$ cat config.mk
export PLATFORM = sky130hd
export DESIGN_NAME = seg_debounce
export DESIGN_NICKNAME = d
export VERILOG_FILES = /design/src/rtl/seg_debounce.sv
export SDC_FILE = /design/constraint.sdc
export NUM_CORES = 1
export LEC_CHECK = 0
export CAP_MARGIN = 20
export CORE_MARGIN = 2
export CORE_UTILIZATION = 55
export CTS_CLUSTER_DIAMETER = 40
export DETAILED_ROUTE_END_ITERATION = 6
export PLACE_DENSITY = 0.81
export SYNTH_ARGS = -nofsm -noshare
export SYNTH_HDL_FRONTEND = slang
export SYNTH_SLANG_ARGS = --single-unit
$ cat constraint.sdc
create_clock -name clk -period 3.5 [get_ports clk]
set_clock_uncertainty 0.05 [all_clocks]
set_input_delay 0.525 -clock clk [delete_from_list [all_inputs] [get_ports clk]]
set_output_delay 0.525 -clock clk [all_outputs]
set_load 0.005 [all_outputs]
$ cat src/rtl/seg_debounce.sv
// Two-flop synchronizer followed by a stability filter: a pattern is reported
// once it has held for STABLE_CYCLES samples and differs from the last one reported.
module seg_debounce #(
   parameter int STABLE_CYCLES = 4
) (
   input  logic       clk,
   input  logic       rst_n,
   input  logic [6:0] seg_in,
   output logic [6:0] pattern,
   output logic       new_pat
);

   localparam logic [3:0] STABLE_N = 4'(STABLE_CYCLES);

   logic [6:0] seg_p0;
   logic [6:0] seg_p1;
   logic [6:0] cand;
   logic [3:0] cnt;
   logic [3:0] cnt_nxt;

   always_comb begin
      cnt_nxt = cnt + 4'd1;
      if (seg_p1 != cand) begin
         cnt_nxt = 4'd1;
      end else if (cnt >= STABLE_N) begin
         cnt_nxt = STABLE_N;
      end
   end

   always_ff @(posedge clk or negedge rst_n) begin
      if (!rst_n) begin
         seg_p0  <= 7'h00;
         seg_p1  <= 7'h00;
         cand    <= 7'h00;
         cnt     <= 4'd0;
         pattern <= 7'h00;
         new_pat <= 1'b0;
      end else begin
         seg_p0  <= seg_in;
         seg_p1  <= seg_p0;
         // stage boundary: synchronized sample feeds the stability filter
         cand    <= seg_p1;
         cnt     <= cnt_nxt;
         new_pat <= 1'b0;
         if ((cnt_nxt == STABLE_N) && (seg_p1 != pattern)) begin
            pattern <= seg_p1;
            new_pat <= 1'b1;
         end
      end
   end

endmodule

; Word-level counts from Yosys, hierarchy flattened
; Cells that the tools add are included.
[classes]
n_eq_ne = 3
order_cmp = 1
n_reduce_logical = 1
add_sub_neg = 1
mux = 3
[op_table]
columns = op, count
row1 = != test 7 bit, 2
row2 = two-way mux 4 bit, 2
row3 = "adder 4 x 1 -> 4 bit, second input constant", 1
row4 = "equality test 4 x 3 -> 1 bit, second input constant", 1
row5 = ">= comparator 4 x 3 -> 1 bit, second input constant", 1
row6 = logical AND 1 bit, 1
row7 = two-way mux 1 bit, 1
[totals]
output_inout_bits = 8
in_bits = 9
reg_bits = 33
word_cells = 15

; Logic depth before layout (Yosys ltp)
[depth]
depth_word = 6
mapped_depth = 5
ltp_nobuf = 5

; Least setup slack after synthesis
; Ideal clock, no wire load.
[synth_timing]
path_kind = reg2reg
startpoint = register seg_p1[5]
endpoint = register pattern[0]
stages_incl_launch_ff = 6
setup_ns = 0.125
t_arrival_ns = 1.481
n_path_buf = 0
slack_ns = 1.845
period_less_slack_ns = 1.655
cell_sequence = dfrtp_1 xor2_1 nor4_1 nand4_1 nand4_4 mux2_2
[synth_via]
elab_chain_len = 4
elab_cells_between_ends = 5
classes_between = 3 x eq/ne / 1 x mux / 1 x reduce/logical
[synth_lines]
columns = item, line
row1 = start: declaration, 16  ; logic [6:0] seg_p1;
row2 = start signal: assignment, 40  ; seg_p1 <= seg_p0;
row3 = != test 7 bit, 23  ; if (seg_p1 != cand) begin
row4 = two-way mux 4 bit, 23
row5 = equality test 4 x 3 -> 1 bit, 45  ; if ((cnt_nxt == STABLE_N) && (seg_p1 != pattern)) begin
row6 = logical AND 1 bit (*), 45
row7 = end signal: assignment, 46  ; pattern <= seg_p1;
row8 = end: declaration, 9  ; output logic [6:0] pattern,
; Mark *: on every way between the ends. The rest lies on a longest branch, timed or not.
; A chain may end at the register's enable or synchronous reset.

; Worst setup path after layout
[layout_timing]
startpoint = register pattern[5]
endpoint = output pattern[5]
; No word-level cell between the ends.

==> results.sh <==
export IMPL_grtUsageTotal_pct=16.84
export IMPL_synth_lib_cells_used_distinct=17
export IMPL_grt_antenna_before_repair=0
export IMPL_final_number_of_hold_violating_endpoints=0
export IMPL_post_route_cells_drive_above_1_share_pct=17.02
export IMPL_first_iter_violations=4
export IMPL_setup_viol=0
export IMPL_max_freq_mhz=547.7
export IMPL_min_delay_worst_endpoint="seg_p1[2]"
export IMPL_series_of_cell_instances_along_the_critical_path="clkdlybuf4s50_1"
export IMPL_ctsHoldBuffers=0
export IMPL_yosys_warnings=0
export IMPL_switching_share_pct=22.71
export IMPL_num_io_pins=17
export IMPL_cts_htree_levels=2
export IMPL_fill_cells=160
export IMPL_hpwl_mm=1.161
export IMPL_vias_per_cell=4.884
export IMPL_path_buf_inv=1
export IMPL_drt_pass1_iterations=4
export IMPL_fin_ws_ps=1674
export IMPL_numClockSinks=33
export IMPL_total_of_max_cap_violations=0
export IMPL_status="complete, no violations"
export IMPL_routedWlPerCell_um=13.12
export IMPL_cts_resized=0
export IMPL_cts_root_buf="sky130_fd_sc_hd__clkbuf_4"
export IMPL_ant_nets=0
export IMPL_grt_start_max_net_pins=34
export IMPL_design_final_nets=103
export IMPL_grt_pass1_wl_mm=2.932
export IMPL_final_max_slew_viol_count=0
export IMPL_fin_crit_ps=1826
export IMPL_design_area_um2=1396
export IMPL_worstSetupStartpointType="flip-flop"
export IMPL_gpl_final_weighted_congestion=0.7175
export IMPL_ys_seq_area_share_pct=72.05
export IMPL_cts_reportedPaths_clkPinSlew_ps=90
export IMPL_die_area_um2=2465
export IMPL_core_um2=1962
export IMPL_power_density_nw_per_um2=494.5
export IMPL_first_global_vias=644
export IMPL_seq_power_share_pct=61.7
export IMPL_p_leak_uw=0.0006167
export IMPL_worstHoldStart="seg_p0[2]"
export IMPL_dp_worst_setup_slack_ps=1689
export IMPL_postCtsSetupBuffers=0
export IMPL_rrSetupSlack_ps=1700
export IMPL_rows=16
export IMPL_critical_path_class="reg2out"
export IMPL_timing_critical_path_to_type="primary output"
export IMPL_port_buffer_count=16
export IMPL_intPower_uw=533.7
export IMPL_ff2ff_path_depth=5
export IMPL_initial_core_util_pct=58.42
export IMPL_grt_setup_unrepaired="no"
export IMPL_critPathMaxStageDelay_ps=520
export IMPL_cp_arrival_ps=1250
export IMPL_post_route_wl_mm=1.588
export IMPL_pwr_share_clk_pct=27.3
export IMPL_reg2reg_to="pattern[3]"
export IMPL_insertedDiodeCount=0
export IMPL_worst_vdd_drop_mv=0.3972
export IMPL_drc=0
export IMPL_tritoncts_num_buffers=5
export IMPL_tritoncts="done"
export IMPL_crit_reg2reg_launch="seg_p1[5]"
export IMPL_hold_path_depth=0
export IMPL_hold_class="reg2reg"
export IMPL_floorplan_die_height_um=49.65
export IMPL_cts_path_max_buffers=2
export IMPL_mappedNetlistArea_um2=1146
export IMPL_share_comb_of_total_power_pct=11.0
export IMPL_data_required_time_at_the_worst_endpoint_ps=2920
export IMPL_clk_latency_ps=320
export IMPL_placedInstanceArea_um2=1348
export IMPL_synthesis_nets=79
export IMPL_post_route_period_util_pct=52.17
export IMPL_synthCells=69
export IMPL_vias=591
export IMPL_die_x_um=49.65
export IMPL_mean_area_per_synthesized_cell_um2=16.61
export IMPL_switching_power_uw=156.8
export IMPL_cpMaxStageDelayCell="sky130_fd_sc_hd__clkdlybuf4s50_1"
export IMPL_largest_driver_fanout_on_the_critical_path=3
export IMPL_global_route_overflow_total=0
export IMPL_syn2layout_area_growth_pct=21.83
export IMPL_synth_seq_cells=33
export IMPL_worst_path_dominant_cell_family="buffers and inverters"
export IMPL_final_setup_tns_ps=0
-- worst max-delay path by stage --
stage,startpoint,cells after the start,end
floorplan,seg_p1[5],5,pattern[0]
global placement,seg_p1[3],5,pattern[5]
detailed placement,seg_p1[3],5,pattern[6]
CTS,pattern[6],1,pattern[6]
global route,seg_p1[0],5,pattern[3]
finish,pattern[5],1,pattern[5]
-- flip-flops by register name (all words and copies together), names as in the netlist --
register / count
cand: 7
pattern: 7
seg_p0: 7
seg_p1: 7
cnt: 4
new_pat: 1
-- synthesized netlist by cell type --
master	n	share of area [%]
sky130_fd_sc_hd__o21ai_0	1	0.44
sky130_fd_sc_hd__mux2_2	7	6.9
sky130_fd_sc_hd__inv_1	2	0.66
sky130_fd_sc_hd__nand2_1	1	0.33
sky130_fd_sc_hd__nor4_4	1	1.9
sky130_fd_sc_hd__ha_1	1	1.1
sky130_fd_sc_hd__nand4_1	2	1.1
sky130_fd_sc_hd__dfrtp_1	33	72
sky130_fd_sc_hd__nor4_1	1	0.55
sky130_fd_sc_hd__and3_2	1	0.66
sky130_fd_sc_hd__or3_1	1	0.55
sky130_fd_sc_hd__conb_1	1	0.33
sky130_fd_sc_hd__a21boi_0	1	0.66
sky130_fd_sc_hd__nand4_4	1	1.9
sky130_fd_sc_hd__nor2_1	1	0.33
sky130_fd_sc_hd__xnor2_1	7	5.3
sky130_fd_sc_hd__xor2_1	7	5.3
-- cells by family (layout without fill, tap and decap cells) --
group,Yosys count,after routing,share of synthesized area (%)
fa+ha+maj,1,1,1.092
xor+xnor,14,14,10.70
simple gates,9,9,7.205
buf+inv,2,27,0.6553
compound gates,2,2,1.092
mux,7,7,6.878
other cells,1,1,0.3272
flops,33,33,72.05
-- layer usage --
metal  part of all wire, %  vias to the layer above  wire [um]  track usage [%]
met5                     0                        -          0                0
met4                   4.0                        0         63            10.19
met3                   6.2                        7         99            6.970
met2                    48                       18        762            25.78
met1                    42                      290        663            19.75
li1                      -                      276          -                -
-- power by group through the flow --
stage | Combinational [uW] | Sequential [uW] | Clock (uW)
2_1_floorplan | 31.7 | 430 | 0
3_3_place_gp | 75.9 | 432 | 0
3_5_place_dp | 77.8 | 434 | 0
4_1_cts | 78.2 | 426 | 196
5_1_grt | 85.3 | 429 | 211
6_report | 76.0 | 426 | 189
-- placed cells by master, fill, tap and decap left out, drive strengths merged, types with 2 or more instances in the layout --
cell type      instances
clkbuf                 8
xnor2                  7
dfrtp                 33
xor2                   7
clkdlybuf4s50         16
nor4                   2
inv                    2
mux2                   7
nand4                  3
-- cell type report --
| type | count | area, um2 | area share, % |
|---|---|---|---|
| flip-flops and latches | 33 | 825.8 | 59.14 |
| multi-input cells | 34 | 312.8 | 22.40 |
| repair buffers | 17 | 167.7 | 12.01 |
| clock buffers | 8 | 48.80 | 3.495 |
| well taps | 27 | 33.78 | 2.419 |
| inverters | 2 | 7.507 | 0.5376 |
-- metrics by stage --
step           instances  util [%]  hold slack, ps  power, uW
2_1_floorplan         69         -           179.4      461.9
3_3_place_gp         113     68.69           282.6      507.5
3_5_place_dp         113     68.69           286.3      511.7
4_1_cts              121     71.17           307.1      700.8
5_1_grt              121     71.17           307.4      726.1
6_report             121     71.17           304.7      690.5
Power figures use the tool's default switching activity.
